<file path="src/rtl/div_issue_arbiter_pkg.sv">
// Shared types for the divider issue path: decoded div control and fixed field widths.
package div_issue_arbiter_pkg;

  localparam int unsigned GPR_ADDR_W = 5;
  localparam int unsigned DATA_W     = 32;

  typedef struct packed {
    logic is_signed;
    logic is_extended;
    logic is_word;
    logic oe;
    logic rc;
  } div_decode_t;

endpackage

</file>
<file path="src/rtl/div_issue_arbiter.sv">
// Round-robin arbiter feeding one div_unit from NUM_REQ reservation slots through a
// one-entry issue register, with a credit counter limiting granted-but-uncompleted ops.
module div_issue_arbiter
  import div_issue_arbiter_pkg::*;
#(
  parameter int unsigned NUM_REQ      = 4,
  parameter int unsigned RS_ID_WIDTH  = 5,
  parameter int unsigned MAX_INFLIGHT = 4
) (
  input  logic                                   clk,
  input  logic                                   rst,
  input  logic                                   flush,
  input  logic [NUM_REQ-1:0]                     req_valid,
  output logic [NUM_REQ-1:0]                     req_ready,
  input  logic [NUM_REQ-1:0][RS_ID_WIDTH-1:0]    req_rs_id,
  input  logic [NUM_REQ-1:0][GPR_ADDR_W-1:0]     req_result_reg_addr,
  input  logic [NUM_REQ-1:0][DATA_W-1:0]         req_op1,
  input  logic [NUM_REQ-1:0][DATA_W-1:0]         req_op2,
  input  logic [NUM_REQ-1:0][DATA_W-1:0]         req_xer,
  input  div_decode_t [NUM_REQ-1:0]              req_control,
  output logic                                   div_valid,
  input  logic                                   div_ready,
  output logic [RS_ID_WIDTH-1:0]                 div_rs_id,
  output logic [GPR_ADDR_W-1:0]                  div_result_reg_addr,
  output logic [DATA_W-1:0]                      div_op1,
  output logic [DATA_W-1:0]                      div_op2,
  output logic [DATA_W-1:0]                      div_xer,
  output div_decode_t                            div_control,
  input  logic                                   done_valid,
  input  logic                                   done_ready,
  output logic [$clog2(MAX_INFLIGHT+1)-1:0]      inflight_count,
  output logic                                   busy
);

  localparam int unsigned PTR_W = $clog2(NUM_REQ);
  localparam int unsigned CNT_W = $clog2(MAX_INFLIGHT + 1);

  logic                   issue;
  logic                   done;
  logic                   done_ok;
  logic                   drop;
  logic                   slot_free;
  logic                   credit_ok;
  logic                   found;
  logic                   grant;
  logic [PTR_W-1:0]       rr_ptr;
  logic [PTR_W-1:0]       pick;
  logic [PTR_W-1:0]       scan;
  logic [PTR_W-1:0]       rr_ptr_nxt;
  logic                   valid_nxt;
  logic [CNT_W-1:0]       count_nxt;
  logic [RS_ID_WIDTH-1:0] rs_id_nxt;
  logic [GPR_ADDR_W-1:0]  reg_addr_nxt;
  logic [DATA_W-1:0]      op1_nxt;
  logic [DATA_W-1:0]      op2_nxt;
  logic [DATA_W-1:0]      xer_nxt;
  div_decode_t            control_nxt;
  int                     cnt;

  assign issue     = div_valid & div_ready;
  assign done      = done_valid & done_ready;
  assign done_ok   = done & (inflight_count != '0);
  assign drop      = flush & div_valid & ~issue;
  assign slot_free = ~div_valid | issue;
  assign credit_ok = (inflight_count < CNT_W'(MAX_INFLIGHT)) | done;

  // First valid requester at or after rr_ptr, wrapping.
  always_comb begin : arbitrate
    found = 1'b0;
    pick  = '0;
    scan  = '0;
    for (int unsigned k = 0; k < NUM_REQ; k++) begin
      scan = PTR_W'((32'(rr_ptr) + k) % NUM_REQ);
      if (!found && req_valid[scan]) begin
        found = 1'b1;
        pick  = scan;
      end
    end
    grant     = found & slot_free & credit_ok & ~flush;
    req_ready = grant ? (NUM_REQ'(1) << pick) : '0;
  end

  // Next state for pointer, issue register and credit counter.
  always_comb begin : next_state
    rr_ptr_nxt   = rr_ptr;
    valid_nxt    = div_valid;
    rs_id_nxt    = div_rs_id;
    reg_addr_nxt = div_result_reg_addr;
    op1_nxt      = div_op1;
    op2_nxt      = div_op2;
    xer_nxt      = div_xer;
    control_nxt  = div_control;
    cnt          = int'(inflight_count);

    if (grant) begin
      valid_nxt    = 1'b1;
      rs_id_nxt    = req_rs_id[pick];
      reg_addr_nxt = req_result_reg_addr[pick];
      op1_nxt      = req_op1[pick];
      op2_nxt      = req_op2[pick];
      xer_nxt      = req_xer[pick];
      control_nxt  = req_control[pick];
      rr_ptr_nxt   = (32'(pick) == NUM_REQ - 1) ? '0 : pick + PTR_W'(1);
    end else if (issue || drop) begin
      valid_nxt = 1'b0;
    end

    if (grant)   cnt = cnt + 1;
    if (done_ok) cnt = cnt - 1;
    if (drop)    cnt = cnt - 1;
    if (cnt < 0) cnt = 0;
    count_nxt = CNT_W'(cnt);
  end

  always_ff @(posedge clk or negedge rst) begin
    if (!rst) begin
      rr_ptr              <= '0;
      div_valid           <= 1'b0;
      div_rs_id           <= '0;
      div_result_reg_addr <= '0;
      div_op1             <= '0;
      div_op2             <= '0;
      div_xer             <= '0;
      div_control         <= '0;
      inflight_count      <= '0;
      busy                <= 1'b0;
    end else begin
      rr_ptr              <= rr_ptr_nxt;
      div_valid           <= valid_nxt;
      div_rs_id           <= rs_id_nxt;
      div_result_reg_addr <= reg_addr_nxt;
      div_op1             <= op1_nxt;
      div_op2             <= op2_nxt;
      div_xer             <= xer_nxt;
      div_control         <= control_nxt;
      inflight_count      <= count_nxt;
      busy                <= (count_nxt != '0);
    end
  end

  // A completion with nothing outstanding means the div_unit and this counter disagree.
  assert property (@(posedge clk) disable iff (!rst) done |-> (inflight_count != '0));

endmodule

</file>
<file path="config.mk">
export PLATFORM = sky130hd
export DESIGN_NAME = div_issue_arbiter
export DESIGN_NICKNAME = d
export VERILOG_FILES = /design/src/rtl/div_issue_arbiter_pkg.sv /design/src/rtl/div_issue_arbiter.sv
export SDC_FILE = /design/constraint.sdc
export NUM_CORES = 1
export LEC_CHECK = 0
export ABC_AREA = 1
export ABC_CLOCK_PERIOD_IN_PS = 2500
export BUFFER_PORTS_ARGS = -buffer_cell sky130_fd_sc_hd__buf_2
export CAP_MARGIN = 0
export CELL_PAD_IN_SITES_DETAIL_PLACEMENT = 1
export CELL_PAD_IN_SITES_GLOBAL_PLACEMENT = 2
export CORE_ASPECT_RATIO = 1.25
export CORE_MARGIN = 3
export CORE_UTILIZATION = 18
export CTS_CLUSTER_DIAMETER = 120
export DETAILED_ROUTE_END_ITERATION = 8
export PLACE_DENSITY_LB_ADDON = 0.05
export SETUP_SLACK_MARGIN = 0.2
export SYNTH_ARGS = -nofsm -noshare
export SYNTH_HDL_FRONTEND = slang
export SYNTH_SLANG_ARGS = --single-unit
</file>
<file path="constraint.sdc">
create_clock -name clk -period 2.5 [get_ports clk]
set_clock_uncertainty 0.05 [all_clocks]
set_input_delay 0.125 -clock clk [delete_from_list [all_inputs] [get_ports clk]]
set_output_delay 0.125 -clock clk [all_outputs]
set_load 0.005 [all_outputs]
</file>
==> run summary, run 1 <==
Mapped Nets - 2040
Synth-to-layout area growth - 61.7%
Crit Reg-Reg Startpoint - rr_ptr[0]
Critical Path Max Stage Delay - 460 ps
EDFF count, synth - 0
Worst Setup Start Kind - register
Number of global-route vias before repair - 12600
Die Ht - 257 um
Fin nets - 2654
Final slew viol count - 0
Synth Area in XOR/XNOR - 0.193%
# IOs - 574
FFs w/ async S/R, synth - 100%
Fill cell count - 6467
Drt wl/cell - 18.5 um
DIE AREA - 0.0533 sq mm
Area of the multi-input gates - 0.00527 sq mm
Worst setup EP type - output pin
Max_cap viols - 0
DRT Pass-1 Iters - 4
Average vias per placed instance - 4.19
Clock slew at reported path FFs - 60 ps
Period utilization - 105%
Longest Clk Path Bufs - 2
Number of H-tree levels - 4
WP data arrival - 2460 ps
Clock root buffer - clkbuf_16
Achievable clock frequency - 380 MHz
CP delay by family, top - buffers and inverters
Synth Register Bits - 118
Proportion of synthesized area in mux cells - 0%
Routed Antenna Nets - 0
Port buffer count - 573
Clock tree sinks - 118
Post-synthesis sequential area ratio - 32.5%
PD cells - 1800 mW/mm^2
Worst-path cell with the longest stage delay - dfrtp_2
Largest net degree at the start of global routing - 114
Final setup viols - 12
Synth Area in Simple Gates - 41.2%
Outcome - complete, but fails checks
CTS tree - built
Total chip power - 0.0265 W
Synth Area in Adders - 1.10%
Core area - 0.0496 sq mm
Tot GR Track Use - 18.8%
Yosys Warn Count - 0
Synth Instances - 1578
Starting Density - 18.3%
Final hold vios - 0
Post-synth top flop - dfrtp_1
Die Wd - 207 um
Static leakage - 8.66 nW
DP HPWL - 39.9 mm
HP Class - in2reg
Register area - 0.00296 sq mm
Yosys cell types - 28
RSZ-0062 raised after global routing - true
Maximum vdd drop - 0.872 mV
Row cnt - 91
Clock buffer count from CTS - 17
Initial DRC count - 478
DRC viols - 0
Syn Std Cell Area - 0.00909 sq mm
First-pass GRT wire length - 77.4 mm
Layout cells sized above 1 - 35.6%
CP cell instances - inv_4, nand2_2, nand3_2, nand2_2, nor2_4, buf_6, inv_2, nor2_4, nor2_2, nand2_2, nand2_8, buf_16, buf_8, ha_4, inv_2, nor2_4, buf_2
Worst setup margin - -132 ps
Worst slew margin - 59.6%
Initial antenna violation count - 10
Place WS - -145 ps
Setup CP Type - reg2out
Hold wc startpoint - req_result_reg_addr[7]
Failing checks - negative setup slack
RePlAce Congestion - 0.794
Compound-Gate Fraction of Synth Area - 12.7%
Via count - 12000
Dpl cell area - 0.0130 sq mm
Largest family of logic cells by synthesized area - simple AND/OR/NAND/NOR gates
Design area - 0.0147 sq mm
CP startpoint - rr_ptr[0]
TNS Setup - -626 ps
Fin crit period - 2630 ps
Worst-path fanout max - 8
Slew @ Worst Pin - 607 ps
Clk_lat worst skew - 430 ps
Grt total ovfl - 0
Number of buffers and inverters on the critical path - 7
Final wirelength - 53.0 mm
Mean Syn Cell Area - 5.76 sq um
Critical path required time - 2330 ps
[per-layer routing]
metal  GRT usage (%)  wire length, um  up-vias
li1                -                -     6057
met1            21.6            21400     5564
met2            35.2            28100      347
met3            4.46             2840       34
met4            4.36              634        6
met5               0               41        -
[layout make-up]
| type | count | share of cell area [%] |
|---|---|---|
| flip-flops and latches | 118 | 20.1 |
| clock buffers | 21 | 3.06 |
| diodes | 8 | 0.136 |
| repair buffers | 694 | 30.7 |
| well taps | 651 | 5.54 |
| multi-input cells | 1220 | 35.9 |
| clock inverters | 11 | 0.860 |
| inverters | 141 | 3.77 |
[worst register-to-register path: cells and delay by family, from the launching register on]
family	cells	cell delay [ps]
flops	1	460
compound gates	1	110
fa+ha+maj	1	120
buf+inv	10	940
simple gates	9	740
[worst paths after layout]
path	end	slack, ps	cells past startpoint
min reg2reg	div_op2[17]	420	2
max reg2reg	rr_ptr[0]	-70	21
max	req_ready[0]	-130	17
max in group asynchronous	div_op2[24]	1460	3
min in group asynchronous	div_op1[24]	160	2
min	div_result_reg_addr[2]	20	5
[cell usage in the layout (no fill, tap or decap), drive strengths merged]
| cell | Yosys | routed |
|---|---|---|
| a211oi | 1 | 1 |
| a21oi | 2 | 2 |
| and2 | 1 | 1 |
| buf | 72 | 675 |
| bufbuf | 0 | 2 |
| bufinv | 0 | 2 |
| clkbuf | 27 | 26 |
| clkinv | 0 | 5 |
| clkinvlp | 0 | 4 |
| dfrtp | 118 | 118 |
| diode | 0 | 8 |
| dlygate4sd3 | 0 | 12 |
| ha | 8 | 8 |
| inv | 141 | 141 |
| nand2 | 945 | 945 |
| nand3 | 17 | 17 |
| nand3b | 2 | 2 |
| nand4 | 3 | 3 |
| nor2 | 12 | 12 |
| o21a | 1 | 1 |
| o21ai | 225 | 225 |
| o31ai | 1 | 1 |
| xor2 | 2 | 2 |
[through the flow]
stage	util (%)	std cells	hold slack, ps
3_3_place_gp	26.1	2767	94.7
6_report	29.6	2864	24.9
3_5_place_dp	26.1	2767	78.9
5_1_grt	29.6	2861	31.3
4_1_cts	28.8	2841	0.420
2_1_floorplan	-	1578	-221
[synthesized netlist by cell type, types with 2 or more instances]
master | instances | area (sq um)
o21ai_0 | 3 | 15.0
inv_2 | 5 | 18.8
nand2_2 | 5 | 31.3
xor2_1 | 2 | 17.5
clkbuf_2 | 4 | 20.0
buf_2 | 36 | 180
ha_1 | 8 | 100
buf_4 | 10 | 75.1
o21ai_1 | 222 | 1110
nor2_1 | 10 | 37.5
nand3b_1 | 2 | 15.0
clkbuf_1 | 23 | 86.3
nand4_1 | 3 | 18.8
inv_1 | 135 | 507
buf_6 | 17 | 191
nand3_1 | 16 | 80.1
nand2_1 | 940 | 3530
dfrtp_1 | 118 | 2950
a21oi_1 | 2 | 10.0
buf_1 | 9 | 33.8
[repair_timing]
item,in CTS,in global routing
hold endpoints to repair,59,0
hold buffers,12,0
pin swaps,15,7
gates cloned,9,6
gates resized for setup,59,47
setup endpoints to repair,121,121
buffers inserted,21,9
[cells by family (layout without fill, tap and decap cells)]
group                      count (synthesis)  count (layout)
and+or+nand+nor                          980             980
buffers and inverters                    240             867
AOI/OAI and AO/OA                        230             230
DFF                                      118             118
adders and majority gates                  8               8
xor gates and xnor gates                   2               2
other                                      0               8
[power by group]
group          leakage [nW]  internal, W  total, W  switching [W]
sequential             1.46      0.00290   0.00343       0.000534
clock                 0.270      0.00149   0.00248       0.000985
combinational          6.93      0.00877    0.0206         0.0118
total                  8.66       0.0132    0.0265         0.0134
[state kept, by name, summed over array words and instances, names as in the netlist]
name and flops:
busy 1, div_control 5, div_op1 32, div_op2 32, div_result_reg_addr 5, div_rs_id 5
div_valid 1, div_xer 32, inflight_count 3, rr_ptr 2
Note: power is estimated with default switching activity, not from simulation.
==> run 2, diff against run 1 <==
--- a/config.mk
+++ b/config.mk
@@ -16,8 +16,9 @@
 export CORE_UTILIZATION = 18
 export CTS_CLUSTER_DIAMETER = 120
 export DETAILED_ROUTE_END_ITERATION = 8
+export GPL_TIMING_DRIVEN = 0
 export PLACE_DENSITY_LB_ADDON = 0.05
-export SETUP_SLACK_MARGIN = 0.2
+export SKIP_CTS_REPAIR_TIMING = 1
 export SYNTH_ARGS = -nofsm -noshare
 export SYNTH_HDL_FRONTEND = slang
 export SYNTH_SLANG_ARGS = --single-unit
==> run summary, run 2 (same netlist as run 1, synthesis figures left out) <==
DRC viols - 0 (unchanged)
Die Wd - 207 um (unchanged)
Initial antenna violation count - 23 (+13)
Critical Path Max Stage Delay - 460 ps (about the same)
Slew @ Worst Pin - 681 ps (+74.3 ps)
First-pass GRT wire length - 78.7 mm (+1.8%)
Setup CP Type - reg2out
Clock slew at reported path FFs - 60 ps (about the same)
Max_cap viols - 0 (unchanged)
Number of global-route vias before repair - 12500 (-0.54%)
Synth-to-layout area growth - 64.7%
Reg2Reg Depth - 24 (+14%)
Place WS - -543 ps (-398 ps)
Worst slew margin - 54.6% (-5.0 points)
Most common cell after layout, fill and taps aside - nand2_1
Initial DRC count - 341 (-29%)
Clock tree sinks - 118 (unchanged)
CP cell instances - inv_4, nand2_2, nand2_4, nand2_2, nand2_2, nor2_4, buf_4, nand4_1, nand2_2, clkinv_4, buf_12, buf_12, buf_12, ha_1, inv_1, nor2_1, buf_2
Hold wc startpoint - req_xer[63]
Fin crit period - 2790 ps (+157 ps)
Final wirelength - 55.2 mm (+4.3%)
RePlAce Congestion - 0.808 (+1.7%)
Port buffer count - 573 (unchanged)
Longest Clk Path Bufs - 2 (unchanged)
DP HPWL - 44.1 mm (+11%)
Core area - 0.0496 sq mm (unchanged)
Clock root buffer - clkbuf_16
Average vias per placed instance - 4.18 (-0.39%)
Worst Setup Start Kind - register
Drt wl/cell - 19.0 um (+2.6%)
Period utilization - 112% (+6.3 points)
Static leakage - 8.83 nW (+1.9%)
Fin nets - 2696 (+1.6%)
CTS tree - built
Failing checks - negative setup slack
Commonest non-fill, non-tap cells in the layout - 889 x nand2_1, 595 x buf_2, 180 x o21ai_1
RR Endpoint - div_op1[18]
Row cnt - 91 (unchanged)
Via count - 12200 (+1.2%)
Largest net degree at the start of global routing - 62 (-46%)
Reg2reg setup slack - -230 ps (-160 ps)
DIE AREA - 0.0533 sq mm (unchanged)
Cell mode on critical path - nand2_2
Routed Antenna Nets - 0 (unchanged)
Number of H-tree levels - 4 (unchanged)
Starting Density - 18.3% (unchanged)
Hold Path End - div_xer[31]
# IOs - 574 (unchanged)
Tot GR Track Use - 19.4% (+0.53 points)
Outcome - complete, but fails checks
Maximum vdd drop - 0.615 mV (-29%)
Fill cell count - 6548 (+1.3%)
Hold_ws - 20.1 ps (-4.77 ps)
Final hold vios - 0 (unchanged)
Final setup viols - 84 (+72)
Layout cells sized above 1 - 38.5% (+2.9 points)
RSZ-0062 raised after global routing - true
DRT Pass-1 Iters - 4 (unchanged)
Worst Hold Depth - 5 (unchanged)
Final slew viol count - 0 (unchanged)
Achievable clock frequency - 359 MHz (-5.6%)
PD cells - 1860 mW/mm^2 (+3.1%)
Clock buffer count from CTS - 17 (unchanged)
HP Class - in2reg
Die Ht - 257 um (unchanged)
Worst-path fanout max - 6 (-2)
Crit Reg-Reg Startpoint - rr_ptr[1]
Critical path required time - 2330 ps (about the same)
WP data arrival - 2610 ps (+150 ps)
Clk_lat worst skew - 420 ps (about the same)
Worst-path cell with the longest stage delay - dfrtp_2
Worst setup EP type - output pin
Worst setup margin - -289 ps (-157 ps)
Grt total ovfl - 0 (unchanged)
Largest registers - div_op1 x32, div_op2 x32, div_xer x32
## run 2: worst max path at each step
| stage | from | to | slack, ps | cells past startpoint |
|---|---|---|---|---|
| 6_report | rr_ptr[1] | req_ready[3] | -290 | 17 |
| 5_1_grt | rr_ptr[0] | req_ready[3] | -470 | 18 |
| 4_1_cts | rr_ptr[0] | req_ready[3] | -1000 | 19 |
| 3_5_place_dp | rr_ptr[0] | busy | -540 | 20 |
| 3_3_place_gp | rst | div_op2[2] | -740 | 1 |
| 2_1_floorplan | rr_ptr[0] | busy | 30 | 20 |
## run 2: critical path, delay by kind of cell, from the launching register on
family,cells,cell delay (ps)
fa+ha+maj,1,160
simple gates,8,690
buf+inv,8,870
flops,1,460
## run 2: area by class of cell
class                   instances  area [sq um]  share of cell area, %
diodes                         13          32.5                  0.217
plain buffers                  98           903                   6.03
clock buffers                  21           470                   3.14
clock inverters                11           123                  0.819
inverters                     141           559                   3.73
multi-input cells            1220          5400                   36.1
flip-flops and latches        118          2950                   19.7
well taps                     651           815                   5.44
repair buffers                638          3720                   24.8
## run 2: report_power, final
group          switching, W  total, W  internal, W
sequential         0.000537   0.00343      0.00290
clock              0.000968   0.00251      0.00154
combinational        0.0127    0.0219      0.00918
total                0.0142    0.0279       0.0136
## run 2: metrics by stage
stage               TNS [ps]  power [W]  utilization [%]  area [sq um]  cells
finish                 -8650     0.0279             30.2         15000   2911
global route          -32840     0.0309             30.1         15000   2906
CTS                   -33310     0.0237             27.1         13400   2835
detailed placement    -27970     0.0210             25.9         12800   2803
global placement     -110520     0.0209             25.8         12800   2802
floorplan                  0     0.0141                -          9120   1578
## run 2: per-layer routing
metal,vias to the layer above,part of all wire [%],track usage [%]
li1,6140,-,-
met1,5598,40,21.9
met2,344,52,35.1
met3,55,6.5,6.26
met4,20,1.8,4.94
met5,-,0.24,0
==> run 3, diff against run 2 <==
--- a/config.mk
+++ b/config.mk
@@ -14,6 +14,7 @@
 export CORE_ASPECT_RATIO = 1.25
 export CORE_MARGIN = 3
 export CORE_UTILIZATION = 18
+export CTS_BUF_LIST = sky130_fd_sc_hd__clkbuf_4 sky130_fd_sc_hd__clkbuf_8 sky130_fd_sc_hd__clkbuf_16
 export CTS_CLUSTER_DIAMETER = 120
 export DETAILED_ROUTE_END_ITERATION = 8
 export GPL_TIMING_DRIVEN = 0
==> run summary, run 3 (same netlist as run 1, synthesis figures left out) <==
Final setup viols - 84 (unchanged)
PD cells - 1860 mW/mm^2 (about the same)
RSZ-0062 raised after global routing - true
Top Metal Used - met5
RePlAce Congestion - 0.808 (unchanged)
Period utilization - 112% (unchanged)
Commonest non-fill, non-tap cells in the layout - 889 x nand2_1, 595 x buf_2, 180 x o21ai_1
Switch share - 51.1% (about the same)
Grt total ovfl - 0 (unchanged)
Row cnt - 91 (unchanged)
Average vias per placed instance - 4.18 (about the same)
Drt wl/cell - 19.0 um (about the same)
Die Ht - 257 um (unchanged)
Static leakage - 8.83 nW (about the same)
Clock buffer count from CTS - 17 (unchanged)
Worst setup margin - -289 ps (unchanged)
Longest Clk Path Bufs - 2 (unchanged)
Met2 Routed Length - 28.7 mm (about the same)
Maximum vdd drop - 0.615 mV (unchanged)
Final slew viol count - 0 (unchanged)
Number of global-route vias before repair - 12500 (unchanged)
Critical Path Max Stage Delay - 460 ps (about the same)
Failing checks - negative setup slack
Total chip power - 0.0279 W (about the same)
HP Class - in2reg
DP HPWL - 44.1 mm (unchanged)
Achievable clock frequency - 359 MHz (unchanged)
Clock slew at reported path FFs - 60 ps (about the same)
CTS tree - built
Initial antenna violation count - 23 (unchanged)
Clock tree sinks - 118 (unchanged)
TNS Setup - -8650 ps (+1.63 ps)
# IOs - 574 (unchanged)
Max_cap viols - 0 (unchanged)
WP data arrival - 2610 ps (about the same)
Routed Antenna Nets - 0 (unchanged)
Slew @ Worst Pin - 681 ps (unchanged)
First-pass GRT wire length - 78.7 mm (unchanged)
Combinational Power Share - 78.6% (about the same)
Clk_lat worst skew - 420 ps (about the same)
CP delay by family, top - buffers and inverters
Largest registers - div_op1 x32, div_op2 x32, div_xer x32
Design area - 0.0150 sq mm (about the same)
Layout cells sized above 1 - 38.5% (+0.045 points)
Number of buffers and inverters on the critical path - 8 (unchanged)
Core area - 0.0496 sq mm (unchanged)
Flop pwr share - 12.3% (about the same)
Clock Power Share - 9.1% (about the same)
Worst setup EP type - output pin
Outcome - complete, but fails checks
DIE AREA - 0.0533 sq mm (unchanged)
Synth-to-layout area growth - 64.8% (about the same)
Dpl cell area - 0.0128 sq mm (unchanged)
Clock root buffer - clkbuf_16
DRT Pass-1 Iters - 4 (unchanged)
CP cell instances - inv_4, nand2_2, nand2_4, nand2_2, nand2_2, nor2_4, buf_4, nand4_1, nand2_2, clkinv_4, buf_12, buf_12, buf_12, ha_1, inv_1, nor2_1, buf_2
Number of H-tree levels - 4 (unchanged)
Fin nets - 2696 (unchanged)
Die Wd - 207 um (unchanged)
Worst Setup Start Kind - register
Fin crit period - 2790 ps (unchanged)
Worst slew margin - 54.6% (unchanged)
Final wirelength - 55.2 mm (about the same)
Final hold vios - 0 (unchanged)
Cell mode on critical path - nand2_2
Fill cell count - 6548 (unchanged)
Via count - 12200 (-0.0082%)
Metal-1 WL - 21.9 mm (about the same)
Most common cell after layout, fill and taps aside - nand2_1
Critical path required time - 2330 ps (about the same)
Worst-path cell with the longest stage delay - dfrtp_2
Tot GR Track Use - 19.4% (unchanged)
DRC viols - 0 (unchanged)
Largest net degree at the start of global routing - 62 (unchanged)
Worst-path fanout max - 6 (unchanged)
Port buffer count - 573 (unchanged)
Internal Dissipation - 0.0136 W (about the same)
Initial DRC count - 341 (unchanged)
Setup CP Type - reg2out
Met3 Wirelength - 3.57 mm (unchanged)
Starting Density - 18.3% (unchanged)
Sw Pwr - 0.0142 W (about the same)
[run 3: cell counts in the layout (fill, tap and decap cells not counted)]
No cell type changed its count.
[run 3: worst register-to-register path: stages (launching register included)]
cell     delay, ps
dfrtp_2        460
inv_4           80
nand2_2         80
nand2_4         60
nand2_2         80
nand2_2         70
nor2_4         170
inv_2           60
nor2_4         100
nor2_1          40
nand2_1         70
nand2_2         90
buf_4          150
inv_4           50
buf_4          120
buf_12         140
buf_12         160
buf_6          120
buf_8           90
nand2_1         40
nand2_1         80
nand2_1         60
o21ai_1        100
nand2_1         80
nand2_1         60
[run 3: metal layers]
metal	GRT usage, %	vias up
met1	21.9	5597
li1	-	6140
met5	0	-
met3	6.26	55
met2	35.1	344
met4	4.94	20
[run 3: cell type report]
type / count / area, sq um / area share (%)
diodes: 13 / 32.5 / 0.217
plain buffers: 98 / 903 / 6.03
inverters: 141 / 559 / 3.73
repair buffers: 638 / 3720 / 24.8
clock buffers: 21 / 474 / 3.17
clock inverters: 11 / 123 / 0.818
flip-flops and latches: 118 / 2950 / 19.7
multi-input cells: 1220 / 5400 / 36.1
well taps: 651 / 815 / 5.44
[run 3: final timing paths]
kind | start | end | slack [ps] | cells past startpoint
min reg2reg | div_op2[8] | div_op2[8] | 420 | 2
max in group asynchronous | rst | div_op2[5] | 1440 | 3
min in group asynchronous | rst | div_op1[28] | 180 | 2
min | req_xer[63] | div_xer[31] | 20 | 5
max reg2reg | rr_ptr[1] | div_op1[18] | -230 | 24
max | rr_ptr[1] | req_ready[3] | -290 | 17
[run 3: power by group through the flow]
stage                     combinational, W  sequential [W]  clock, W
final                               0.0219         0.00343   0.00252
after global routing                0.0247         0.00355   0.00271
after CTS                           0.0176         0.00343   0.00265
after detailed placement            0.0176         0.00344         0
after global placement              0.0175         0.00340         0
after floorplan                     0.0107         0.00348         0
[run 3: per-stage QoR]
step           setup slack, ps  hold slack (ps)  util (%)  instances
2_1_floorplan             26.1             -221         -       1578
3_3_place_gp              -742              277      25.8       2802
3_5_place_dp              -543              112      25.9       2803
4_1_cts                  -1000             -359      27.1       2835
5_1_grt                   -469             34.6      30.2       2906
6_report                  -289             20.1      30.2       2911
